==> src/rtl/pipe_hazard_ctrl.sv <==
// Pipeline hazard control: scoreboard of in-flight writers,
// forwarding selects, load-use stall, redirect flush, event counters.
module pipe_hazard_ctrl #(
    parameter int STAGES     = 3,
    parameter int LOAD_READY = 2,
    parameter int CNT_W      = 32,
    localparam int SELW      = $clog2(STAGES + 1)
) (
    input  logic             clk,
    input  logic             reset,
    input  logic             id_valid,
    input  logic [4:0]       id_rs1_idx,
    input  logic [4:0]       id_rs2_idx,
    input  logic             id_rs1_used,
    input  logic             id_rs2_used,
    input  logic [4:0]       id_rd_idx,
    input  logic             id_reg_write,
    input  logic             id_is_load,
    input  logic             redirect_i,
    output logic             enable_o,
    output logic             bubble_e_o,
    output logic             flush_d_o,
    output logic [SELW-1:0]  fwd_rs1_o,
    output logic [SELW-1:0]  fwd_rs2_o,
    output logic [CNT_W-1:0] stall_cnt_o,
    output logic [CNT_W-1:0] flush_cnt_o
);

    logic [STAGES:1] sb_valid;
    logic [STAGES:1] sb_load;
    logic [4:0]      sb_rd [1:STAGES];

    logic [SELW-1:0] sel1;
    logic [SELW-1:0] sel2;
    logic            ld1;
    logic            ld2;
    logic            haz;
    logic            stall;
    logic            flush;

    // Youngest matching producer per source; scan oldest first so the
    // smallest stage index overrides.
    always_comb begin
        sel1 = '0;
        sel2 = '0;
        ld1  = 1'b0;
        ld2  = 1'b0;
        for (int k = STAGES; k >= 1; k--) begin
            if (id_rs1_used && id_rs1_idx != 5'd0 && sb_valid[k] &&
                sb_rd[k] == id_rs1_idx) begin
                sel1 = SELW'(k);
                ld1  = sb_load[k];
            end
            if (id_rs2_used && id_rs2_idx != 5'd0 && sb_valid[k] &&
                sb_rd[k] == id_rs2_idx) begin
                sel2 = SELW'(k);
                ld2  = sb_load[k];
            end
        end
    end

    // Stall when a load result is still too young to forward.
    always_comb begin
        haz   = (ld1 && int'(sel1) < LOAD_READY) ||
                (ld2 && int'(sel2) < LOAD_READY);
        stall = ~reset & id_valid & haz;
        flush = ~reset & redirect_i & ~stall;
    end

    assign enable_o   = ~stall;
    assign bubble_e_o = stall;
    assign flush_d_o  = flush;
    assign fwd_rs1_o  = (reset || stall) ? '0 : sel1;
    assign fwd_rs2_o  = (reset || stall) ? '0 : sel2;

    // Scoreboard shift; a stalled ID instruction enters EXE as a bubble.
    always_ff @(posedge clk) begin
        if (reset) begin
            sb_valid <= '0;
            sb_load  <= '0;
            for (int k = 1; k <= STAGES; k++) begin
                sb_rd[k] <= 5'd0;
            end
        end else begin
            for (int k = STAGES; k >= 2; k--) begin
                sb_valid[k] <= sb_valid[k-1];
                sb_load[k]  <= sb_load[k-1];
                sb_rd[k]    <= sb_rd[k-1];
            end
            sb_valid[1] <= id_valid & id_reg_write &
                           (id_rd_idx != 5'd0) & ~stall;
            sb_load[1]  <= id_is_load;
            sb_rd[1]    <= id_rd_idx;
        end
    end

    // Saturating stall and flush event counters.
    always_ff @(posedge clk) begin
        if (reset) begin
            stall_cnt_o <= '0;
            flush_cnt_o <= '0;
        end else begin
            if (stall && stall_cnt_o != '1) begin
                stall_cnt_o <= stall_cnt_o + 1'b1;
            end
            if (flush && flush_cnt_o != '1) begin
                flush_cnt_o <= flush_cnt_o + 1'b1;
            end
        end
    end

endmodule
==> config.mk <==
export PLATFORM = sky130hd
export DESIGN_NAME = pipe_hazard_ctrl
export DESIGN_NICKNAME = d
export VERILOG_FILES = /design/src/rtl/pipe_hazard_ctrl.sv
export SDC_FILE = /design/constraint.sdc
export NUM_CORES = 1
export LEC_CHECK = 0
export BUFFER_PORTS_ARGS = -buffer_cell sky130_fd_sc_hd__buf_2
export CAP_MARGIN = 20
export CORE_MARGIN = 2
export CORE_UTILIZATION = 54
export DETAILED_ROUTE_END_ITERATION = 8
export PLACE_DENSITY = 0.91
export SYNTH_ARGS = -nofsm -noshare
export SYNTH_HDL_FRONTEND = slang
export SYNTH_SLANG_ARGS = --single-unit
==> constraint.sdc <==
create_clock -name clk -period 5.45 [get_ports clk]
set_input_delay 1.635 -clock clk [delete_from_list [all_inputs] [get_ports clk]]
set_output_delay 1.635 -clock clk [all_outputs]
set_load 0.005 [all_outputs]
==> Yosys cells after proc, flatten, opt, wreduce, memory -nomap -nowiden <==
Memories as Yosys holds them, arrays and structs flattened.
Cells that the tools add are included.
{ "totals": {"out_inout_bits": 71, "in_bits": 23, "word_cells": 72, "ram_bits": 15, "reg_bits": 70, "memories": 1} }
{ "classes": {"magnitude_cmp": 2, "n_mux": 20, "bitwise": 12, "addsub": 2, "n_eq_ne": 8, "reduce_logical": 23} }
{ "memory_table": {"columns": ["memory", "depth", "width", "rd", "rd_ports_with_merged_regs", "wr", "line", "text"], "rows": [
  ["sb_rd", 3, 5, 3, 0, 3, "31", "logic [4:0] sb_rd [1:STAGES];"]
]} }
{ "ops": {"columns": ["cell", "count"], "rows": [
  ["32-bit by 1-bit adder with 32-bit output, second input constant", 2],
  ["32-bit != test, second input constant", 2],
  ["5-bit equality test", 6],
  ["1-bit logical AND", 18],
  ["2-bit two-way mux", 8],
  ["5-bit two-way mux", 3],
  ["5-bit nonzero test", 3],
  ["1-bit two-way mux", 9],
  ["1-bit bitwise AND", 7],
  ["2-bit less-than comparator, second input constant", 2],
  ["1-bit OR", 3],
  ["1-bit logical OR", 2],
  ["1-bit NOT", 2]
]} }

==> Depth between registers and ports, before layout <==
Gate-level depths: netlist of the first run.
{ "depth": {"word_depth": 14, "depth_mapped": 11} }

==> Worst setup path before layout of the first run <==
OpenSTA, ideal clock, no wires.
{ "synth_timing": {"path_kind": "input to output", "startpoint": "input id_rs1_idx[1]", "endpoint": "output fwd_rs1_o[0]", "setup_slack_ns": 0.437, "stages": 8, "t_arrival_ns": 3.378, "cell_sequence": "or4_1 > o21ai_2 > nand4b_2 > a21o_1 > buf_2 > buf_1 > nand2_1 > a21oi_1"} }
{ "synth_via": {"elab_chain_cells": 13} }
{ "synth_lines": {"columns": ["item", "line", "text"], "rows": [
  ["from (decl)", "12", "input logic [4:0] id_rs1_idx,"],
  ["5-bit nonzero test", "49", "if (id_rs1_used && id_rs1_idx != 5'd0 && sb_valid[k] &&"],
  ["1-bit logical AND (3 in series)", "49", null],
  ["2-bit two-way mux (3 in series)", "49", null],
  ["2-bit less-than comparator", "64", "haz = (ld1 && int'(sel1) < LOAD_READY) ||"],
  ["1-bit logical AND", "64", null],
  ["1-bit logical OR", "64", null],
  ["1-bit bitwise AND", "66", "stall = ~reset & id_valid & haz;"],
  ["1-bit logical OR", "73", "assign fwd_rs1_o = (reset || stall) ? '0 : sel1;"],
  ["2-bit two-way mux *", "73", null],
  ["to (decl)", "23", "output logic [SELW-1:0] fwd_rs1_o,"]
]} }
Every way passes the cells marked *; elsewhere a longest branch is shown, timed or not.

==> Worst setup path after layout of the first run <==
{ "layout_timing": {"startpoint": "input id_rs2_idx[1]", "endpoint": "output fwd_rs2_o[0]"} }
{ "layout_via": {"elab_chain_cells": 13} }
{ "layout_lines": {"columns": ["item", "line", "text"], "rows": [
  ["from (decl)", "13", "input logic [4:0] id_rs2_idx,"],
  ["5-bit nonzero test", "54", "if (id_rs2_used && id_rs2_idx != 5'd0 && sb_valid[k] &&"],
  ["1-bit logical AND (3 in series)", "54", null],
  ["2-bit two-way mux (3 in series)", "54", null],
  ["2-bit less-than comparator", "65", "(ld2 && int'(sel2) < LOAD_READY);"],
  ["1-bit logical AND", "65", null],
  ["1-bit logical OR", "64", null],
  ["1-bit bitwise AND", "66", null],
  ["1-bit logical OR", "74", "assign fwd_rs2_o = (reset || stall) ? '0 : sel2;"],
  ["2-bit two-way mux *", "74", null],
  ["to (decl)", "24", "output logic [SELW-1:0] fwd_rs2_o,"]
]} }
Marks and branches as above.

==> results.json, run 1 <==
{
  "cp_max_fo": 6,
  "chipHeight_um": 91.8,
  "antenna_found_initial": 0,
  "post-route-period-util_pct": 92.2,
  "worstPathCellList": "buf_2 -> or4_4 -> o21ai_4 -> nand4b_2 -> a21o_1 -> nand2_1 -> a21oi_1 -> buf_2",
  "endpoint_kind": "output port",
  "p_total_mw": 1.14,
  "drv_slew": 0,
  "clkLatencyLatePin_ps": 340,
  "routed_via_density": 5.63,
  "cp.arrival_ps": 3390,
  "post-route-min-period_ps": 5020,
  "seq_area_frac_synth_pct": 40.0,
  "critPathLaunchType": "input port",
  "yosysWarnings": 0,
  "crit_path_max_incr_delay_ps": 560,
  "start_util_pct": 54.7,
  "fmax_ghz": 0.199,
  "antenna_left": 0,
  "powerDensity_mw_per_mm2": 232,
  "grt_setup_unrepaired": "no",
  "ir_worst_vdd_v": 0.000149,
  "crit_top_cell": "buf_2",
  "postSynth.asyncResetShare_pct": 0,
  "dieArea_mm2": 0.00842,
  "cts_num_sinks": 83,
  "worst_pin_slew_ps": 913,
  "cts_setup_buffers": 0,
  "grt_pass1_vias": 3637,
  "finalHoldViolations": 0,
  "cp.required_ps": 3820,
  "crit_type": "in2out",
  "final_cell_mix": "93 x buf_2, 83 x dfxtp_1, 51 x nor2_1",
  "maxSlewHeadroom_pct": 39.1,
  "setup_ws_ps": 426,
  "wl_mm": 10.0,
  "hpwl_mm": 7.19,
  "port_buffers": 93,
  "netlist_area_mm2": 0.00416,
  "clk_pin_slew_ps": 70,
  "cts_resized": 0,
  "setup_viol": 0,
  "status": "complete, no violations",
  "ctsHoldBuffers": 0,
  "nets": 608,
  "core-area_mm2": 0.00761,
  "cap_viol_max_count": 0,
  "drt_iter0_drc": 178,
  "cp_slowest_cell": "or4_4",
  "cts_tree": "done",
  "vias": 3887,
  "die_w_um": 91.8,
  "cts_root_buf": "clkbuf_8",
  "synth_area_per_cell_um2": 8.30,
  "fillerInstances": 658,
  "grt_max_degree": 92,
  "layout_commonest_cell": "buf_2",
  "first_pass_iters": 4,
  "grt_overflow": 0,
  "finClkSkew_ps": 15.5,
  "antenna_cells": 0,
  "rows": 32,
  "wl_per_cell_um": 14.6,
  "htree_levels": 3,
  "synth-edff-count": 0,
  "pin_count": 94,
  "grt_pass1_wl_mm": 16.6,
  "cts_buffer_depth": 2,
  "place_ws_ps": 473,
  "synth_fp_nets": 526,
  "fin_tns_setup_ps": 0,
  "p_leak_nw": 1.97,
  "area_delta_synth_final_pct": 17.7,
  "synth-seq-cells": 83,
  "netlist_instances": 501,
  "routabilityCongestion": 0.869,
  "grt.total_usage_pct": 23.8,
  "ys.flop_type": "dfxtp_1",
  "remaining_drc_errors": 0,
  "hp-class": "reg2reg",
  "synthDistinctLibCells": 43,
  "cts_buffers": 9,
  "fin_area_mm2": 0.00490,
  "place_area_mm2": 0.00468,
  "drive_above_1_share_pct": 20.6
}
[area by class of cell]
type                            instances  area (um^2)  share of cell area, %
Tap cell                              102          128                   2.61
Timing Repair Buffer                   96          488                   9.97
Clock buffer                           11          151                   3.09
Inverter                               13         48.8                  0.997
Sequential cell                        83         1660                   33.9
Multi-Input combinational cell        380         2360                   48.1
Clock inverter                          5         61.3                   1.25
[critical path: cells and delay by family]
family	cells	cell delay, ps
AO/OA/AOI/OAI	3	520
buffers and inverters	2	280
AND/OR/NAND/NOR	3	950
[cells by family after synthesis]
| group | synth area share, % |
|---|---|
| buffers and inverters | 3.49 |
| XOR/XNOR | 12.8 |
| flip-flops | 40.0 |
| AO/OA/AOI/OAI | 8.97 |
| adder cells (fa/ha/maj) | 0.602 |
| multiplexers | 1.59 |
| AND/OR/NAND/NOR | 32.6 |
[path summary, 6_finish.rpt]
kind,from,end,slack [ps],depth (start not counted)
worst min-delay path,sb_valid[2]$_SDFF_PP0_,sb_valid[3]$_SDFF_PP0_,500,1
worst min register to register,sb_valid[2]$_SDFF_PP0_,sb_valid[3]$_SDFF_PP0_,500,1
worst max register to register,sb_rd[0][6]$_SDFF_PP0_,stall_cnt_o[15]$_SDFFE_PP0P_,2600,6
worst max-delay path,id_rs2_idx[1],fwd_rs2_o[0],430,8
[per-layer routing]
layer  vias up  track usage [%]  share of wire (%)
li1       1934                -                  -
met1      1820             30.8                 45
met2       121             40.5                 48
met3        12             5.26                6.6
met4         0             5.72                1.2
met5         -                0                  0
[power breakdown]
group | leakage [nW] | internal (mW) | switching, mW | total, mW
sequential | 0.672 | 0.612 | 0.00717 | 0.620
clock | 0.109 | 0.239 | 0.218 | 0.456
combinational | 1.19 | 0.0248 | 0.0359 | 0.0608
total | 1.97 | 0.876 | 0.261 | 1.14
[Yosys cell counts (2+ instances only)]
cell       n  area, um^2
and2_1     4        25.0
a21oi_1   24         120
nor4b_1    2        17.5
or3_1     18         113
nand3_1   33         165
nor2_1    51         191
nor3_1    17        85.1
nor2b_1   24         150
nand4_1   27         169
and3_1     9        56.3
mux2_2     2        22.5
and4_1     9        78.8
mux2_1     3        33.8
o211ai_1   3        22.5
nor3b_1    2        15.0
o31ai_1    4        30.0
buf_2      2        10.0
nor4_1     6        37.5
clkbuf_1  22        82.6
xnor2_1   22         193
o21ai_1    2        10.0
nand4b_2   2        30.0
nand2_1   30         113
ha_1       2        25.0
dfxtp_1   83        1660
inv_1     13        48.8
or4_1     11        82.6
xor2_1    39         342
o21ai_0   21         105
[per-stage QoR]
step,util [%],hold slack (ps),instances
CTS,64.4,498,690
global route,64.4,520,690
floorplan,-,459,501
global placement,61.6,469,674
detailed placement,61.6,477,674
finish,64.4,497,690
[registers in the layout (all words and copies together), names as in the netlist]
signal	cells
sb_rd	15
stall_cnt_o	32
sb_valid	3
flush_cnt_o	32
sb_load	1
No activity file was read; power rests on OpenSTA's default activity.
==> run 2: changes to the inputs <==
CORE_UTILIZATION = 56   (was 54)
CTS_BUF_LIST = sky130_fd_sc_hd__clkbuf_4 sky130_fd_sc_hd__clkbuf_8   (was default)
PLACE_DENSITY = 0.93   (was 0.91)
==> run 2 against run 1 <==
Against the previous run: global-route usage up 1.8 points; sequential power about the same; critical path depth stayed put; register-to-register slack is essentially flat; fmax is 0.68% lower; core utilization is 3.3 points higher; largest power group unchanged; non-clock buffer count unchanged; highest routed layer unchanged; worst hold slack improved by 5.1 ps; largest cell class unchanged; clock skew fell by 4.5 ps; clock power shrank 1%; power fell by 0.58%.
==> results.json, run 2 (synthesis gave the netlist of run 1 again) <==
{
  "status": "complete, no violations",
  "cap_viol_max_count": 0,
  "nets": 608,
  "instances_no_fill": 687,
  "r2r_slack_ps": 2610,
  "routabilityCongestion": 0.852,
  "chipHeight_um": 90.2,
  "vias": 3972,
  "cts_buffers": 9,
  "fin_tns_setup_ps": 0,
  "core-area_mm2": 0.00721,
  "critPathLaunchType": "input port",
  "final_cell_mix": "93 x buf_2, 83 x dfxtp_1, 51 x nor2_1",
  "htree_levels": 3,
  "hpwl_mm": 7.16,
  "cts_root_buf": "clkbuf_8",
  "worst_pin_slew_ps": 864,
  "cts_resized": 0,
  "cts_buffer_depth": 2,
  "grt_max_degree": 92,
  "drive_above_1_share_pct": 20.6,
  "layout_commonest_cell": "buf_2",
  "wl_per_cell_um": 15.0,
  "grt_pass1_vias": 3727,
  "cp.required_ps": 3820,
  "grt_pass1_wl_mm": 17.2,
  "antenna_left": 0,
  "port_buffers": 93,
  "ctsHoldBuffers": 0,
  "crit_type": "in2out",
  "p_leak_nw": 1.97,
  "finClkSkew_ps": 11.0,
  "wl_mm": 10.3,
  "pin_count": 94,
  "maxSlewHeadroom_pct": 42.4,
  "cts_tree": "done",
  "cp.arrival_ps": 3420,
  "post-route-min-period_ps": 5060,
  "met2_usage_pct": 43.7,
  "busiest_layer": "met2",
  "clk_pin_slew_ps": 90,
  "grt_setup_unrepaired": "no",
  "area_delta_synth_final_pct": 17.4,
  "grtUsageMet1_pct": 32.1,
  "remaining_drc_errors": 0,
  "ir_worst_vdd_v": 0.000128,
  "hp-class": "reg2reg",
  "rows": 31,
  "routed_via_density": 5.78,
  "cts_num_sinks": 83,
  "setup_viol": 0,
  "endpoint_kind": "output port",
  "reg.largest.list": "flush_cnt_o (32), stall_cnt_o (32), sb_rd (15)",
  "clkLatencyLatePin_ps": 350,
  "grt.total_usage_pct": 25.6,
  "finalHoldViolations": 0,
  "die_w_um": 90.2,
  "p_total_mw": 1.13,
  "antenna_found_initial": 0,
  "cp_max_fo": 6,
  "post-route-period-util_pct": 92.8,
  "dp.cells": 671,
  "grt_overflow": 0,
  "use_met3_pct": 4.53,
  "drt_iter0_drc": 229,
  "start_util_pct": 57.6,
  "cts_setup_buffers": 0,
  "dieArea_mm2": 0.00813,
  "first_pass_iters": 5,
  "antenna_cells": 0,
  "powerDensity_mw_per_mm2": 231,
  "drv_slew": 0,
  "fmax_ghz": 0.198
}
## run 2: metrics by stage
step	worst slack, ps	hold WS, ps	utilization [%]	area [um^2]
final	392	502	67.7	4880
after global routing	275	524	67.7	4880
after CTS	441	501	67.7	4880
after detailed placement	473	488	64.9	4680
after global placement	524	470	64.9	4680
after floorplan	437	459	-	4160
## run 2: metal layers
metal | share of wire (%) | vias to the layer above | wire length [um]
li1 | - | 1942 | -
met1 | 44 | 1871 | 4530
met2 | 48 | 145 | 4970
met3 | 6.0 | 14 | 617
met4 | 1.5 | 0 | 156
met5 | 0 | - | 0
## run 2: where the power goes
group | internal [mW] | switching, mW
registers | 0.612 | 0.00726
logic | 0.0248 | 0.0352
clock network | 0.224 | 0.226
total | 0.861 | 0.269
## run 2: final timing paths
| check | start | to | cells after the start |
|---|---|---|---|
| setup / recovery | id_rs1_idx[1] | flush_d_o | 8 |
| hold / removal | flush_cnt_o[31]$_SDFFE_PP0P_ | flush_cnt_o[31]$_SDFFE_PP0P_ | 1 |
| setup reg to reg | sb_rd[0][6]$_SDFF_PP0_ | stall_cnt_o[15]$_SDFFE_PP0P_ | 6 |
| hold reg to reg | flush_cnt_o[31]$_SDFFE_PP0P_ | flush_cnt_o[31]$_SDFFE_PP0P_ | 1 |
## run 2: worst max-delay path, stage by stage
cell and delay [ps]:
buf_2 140, or4_1 540, o21ai_2 200, nand4b_2 210
a21o_1 160, nand2_1 190, nor2_1 210, buf_2 140
## run 2: layout make-up
cell class                      count  area [um^2]
Clock buffer                       10          138
Clock inverter                      6         65.1
Fill cell                         589         2330
Inverter                           13         48.8
Multi-Input combinational cell    380         2360
Sequential cell                    83         1660
Tap cell                           99          124
Timing Repair Buffer               96          488
==> run 3: changes to the inputs <==
PLACE_DENSITY = 0.88   (was 0.93)
clock period = 5.4 ns   (was 5.45 ns; I/O delays follow)
==> run 3 against run 2 <==
Against the previous run: combinational power is 1% higher; clock-buffer cell count is 2 higher; global-route usage is 1.3 points lower; non-clock buffer count stayed put; sequential share of layout area is 0.13 points lower; flip-flop and latch count stayed put; sequential power is 0.8% higher; clock skew is 0.54 ps higher; worst setup slack better by 18 ps; worst hold slack worse by 10 ps; die area stayed put; critical path depth stayed put.
==> results.json, run 3 (synthesis gave the netlist of run 1 again) <==
{
  "cts_buffer_depth": 2,
  "first_pass_iters": 4,
  "cts_resized": 0,
  "cp.required_ps": 3780,
  "grt.total_usage_pct": 24.3,
  "start_util_pct": 57.6,
  "cap_viol_max_count": 0,
  "drv_slew": 0,
  "clkLatencyLatePin_ps": 350,
  "pin_count": 94,
  "fin_area_mm2": 0.00490,
  "routabilityCongestion": 0.818,
  "dieArea_mm2": 0.00813,
  "status": "complete, no violations",
  "hp-class": "reg2reg",
  "chipHeight_um": 90.2,
  "p_total_mw": 1.18,
  "setup_ws_ps": 410,
  "cts_num_sinks": 83,
  "wl_per_cell_um": 14.5,
  "setup_viol": 0,
  "reg2reg_depth": 6,
  "r2r_start": "sb_rd[0][6]$_SDFF_PP0_",
  "endpoint_kind": "output port",
  "post-route-period-util_pct": 92.4,
  "core-area_mm2": 0.00721,
  "antenna_found_initial": 0,
  "grt_pass1_wl_mm": 16.5,
  "crit_type": "in2out",
  "reg.largest.list": "flush_cnt_o (32), stall_cnt_o (32), sb_rd (15)",
  "nets": 608,
  "finClkSkew_ps": 11.5,
  "antenna_cells": 0,
  "grt_max_degree": 92,
  "place_ws_ps": 449,
  "routed_via_density": 5.70,
  "cts_root_buf": "clkbuf_8",
  "hpwl_mm": 7.10,
  "ir_worst_vdd_v": 0.000181,
  "fillerInstances": 622,
  "final_cell_mix": "93 x buf_2, 83 x dfxtp_1, 51 x nor2_1",
  "cp.arrival_ps": 3370,
  "grt_pass1_vias": 3607,
  "htree_levels": 3,
  "die_w_um": 90.2,
  "hold-path-endpoint": "sb_valid[3]$_SDFF_PP0_",
  "worstHoldStart": "sb_valid[2]$_SDFF_PP0_",
  "wl_mm": 9.94,
  "finalHoldViolations": 0,
  "vias": 3914,
  "worst_pin_slew_ps": 875,
  "post-route-util_pct": 67.9,
  "hold_depth": 1,
  "port_buffers": 93,
  "ctsHoldBuffers": 0,
  "maxSlewHeadroom_pct": 41.6,
  "remaining_drc_errors": 0,
  "drive_above_1_share_pct": 20.6,
  "fin_tns_setup_ps": 0,
  "cts_tree": "done",
  "layout_commonest_cell": "buf_2",
  "rows": 31,
  "r2r_slack_ps": 2530,
  "whs_ps": 492,
  "grt_overflow": 0,
  "cp_max_fo": 6,
  "p_leak_nw": 1.97,
  "cts_setup_buffers": 0,
  "fmax_ghz": 0.200,
  "clk_pin_slew_ps": 70,
  "grt_setup_unrepaired": "no",
  "drt_iter0_drc": 185,
  "r2r-end": "stall_cnt_o[15]$_SDFFE_PP0P_",
  "powerDensity_mw_per_mm2": 240,
  "instances_no_fill": 687,
  "place_area_mm2": 0.00468,
  "area_delta_synth_final_pct": 17.8,
  "critPathLaunchType": "input port",
  "post-route-min-period_ps": 4990,
  "dp.cells": 671,
  "antenna_left": 0,
  "cts_buffers": 9
}
[run 3: how the worst max path moves through the flow]
stage	from	to	slack, ps
after floorplan	id_rs1_idx[1]	fwd_rs1_o[0]	420
after global placement	id_rs1_idx[1]	flush_d_o	490
after detailed placement	id_rs1_idx[1]	flush_d_o	450
after CTS	id_rs1_idx[1]	flush_d_o	430
after global routing	id_rs1_idx[1]	fwd_rs1_o[0]	320
final	id_rs1_idx[1]	flush_d_o	410
[run 3: report_power, final]
part           total (mW)  switching, mW  internal, mW
Clock               0.492          0.216         0.276
Sequential          0.625        0.00740         0.618
Combinational      0.0608         0.0357        0.0250
Total                1.18          0.259         0.919
[run 3: layer usage]
metal | vias up | share of wire [%] | GRT usage (%) | wire length [um]
met4 | 0 | 1.6 | 9.10 | 163
met3 | 14 | 4.9 | 4.36 | 491
met2 | 103 | 49 | 40.8 | 4850
met5 | - | 0 | 0 | 0
li1 | 1941 | - | - | -
met1 | 1856 | 45 | 31.2 | 4430
[run 3: worst max-delay path, stage by stage]
cell	delay (ps)
buf_2	140
or4_1	530
o21ai_2	200
nand4b_2	210
a21o_1	160
nand2_1	180
nor2_1	180
buf_2	130
[run 3: cell type report]
type	count	area, um^2	area share (%)
Clock buffer	12	146	2.99
Clock inverter	4	75.1	1.53
Inverter	13	48.8	0.996
Multi-Input combinational cell	380	2360	48.1
Sequential cell	83	1660	33.9
Tap cell	99	124	2.53
Timing Repair Buffer	96	488	9.96
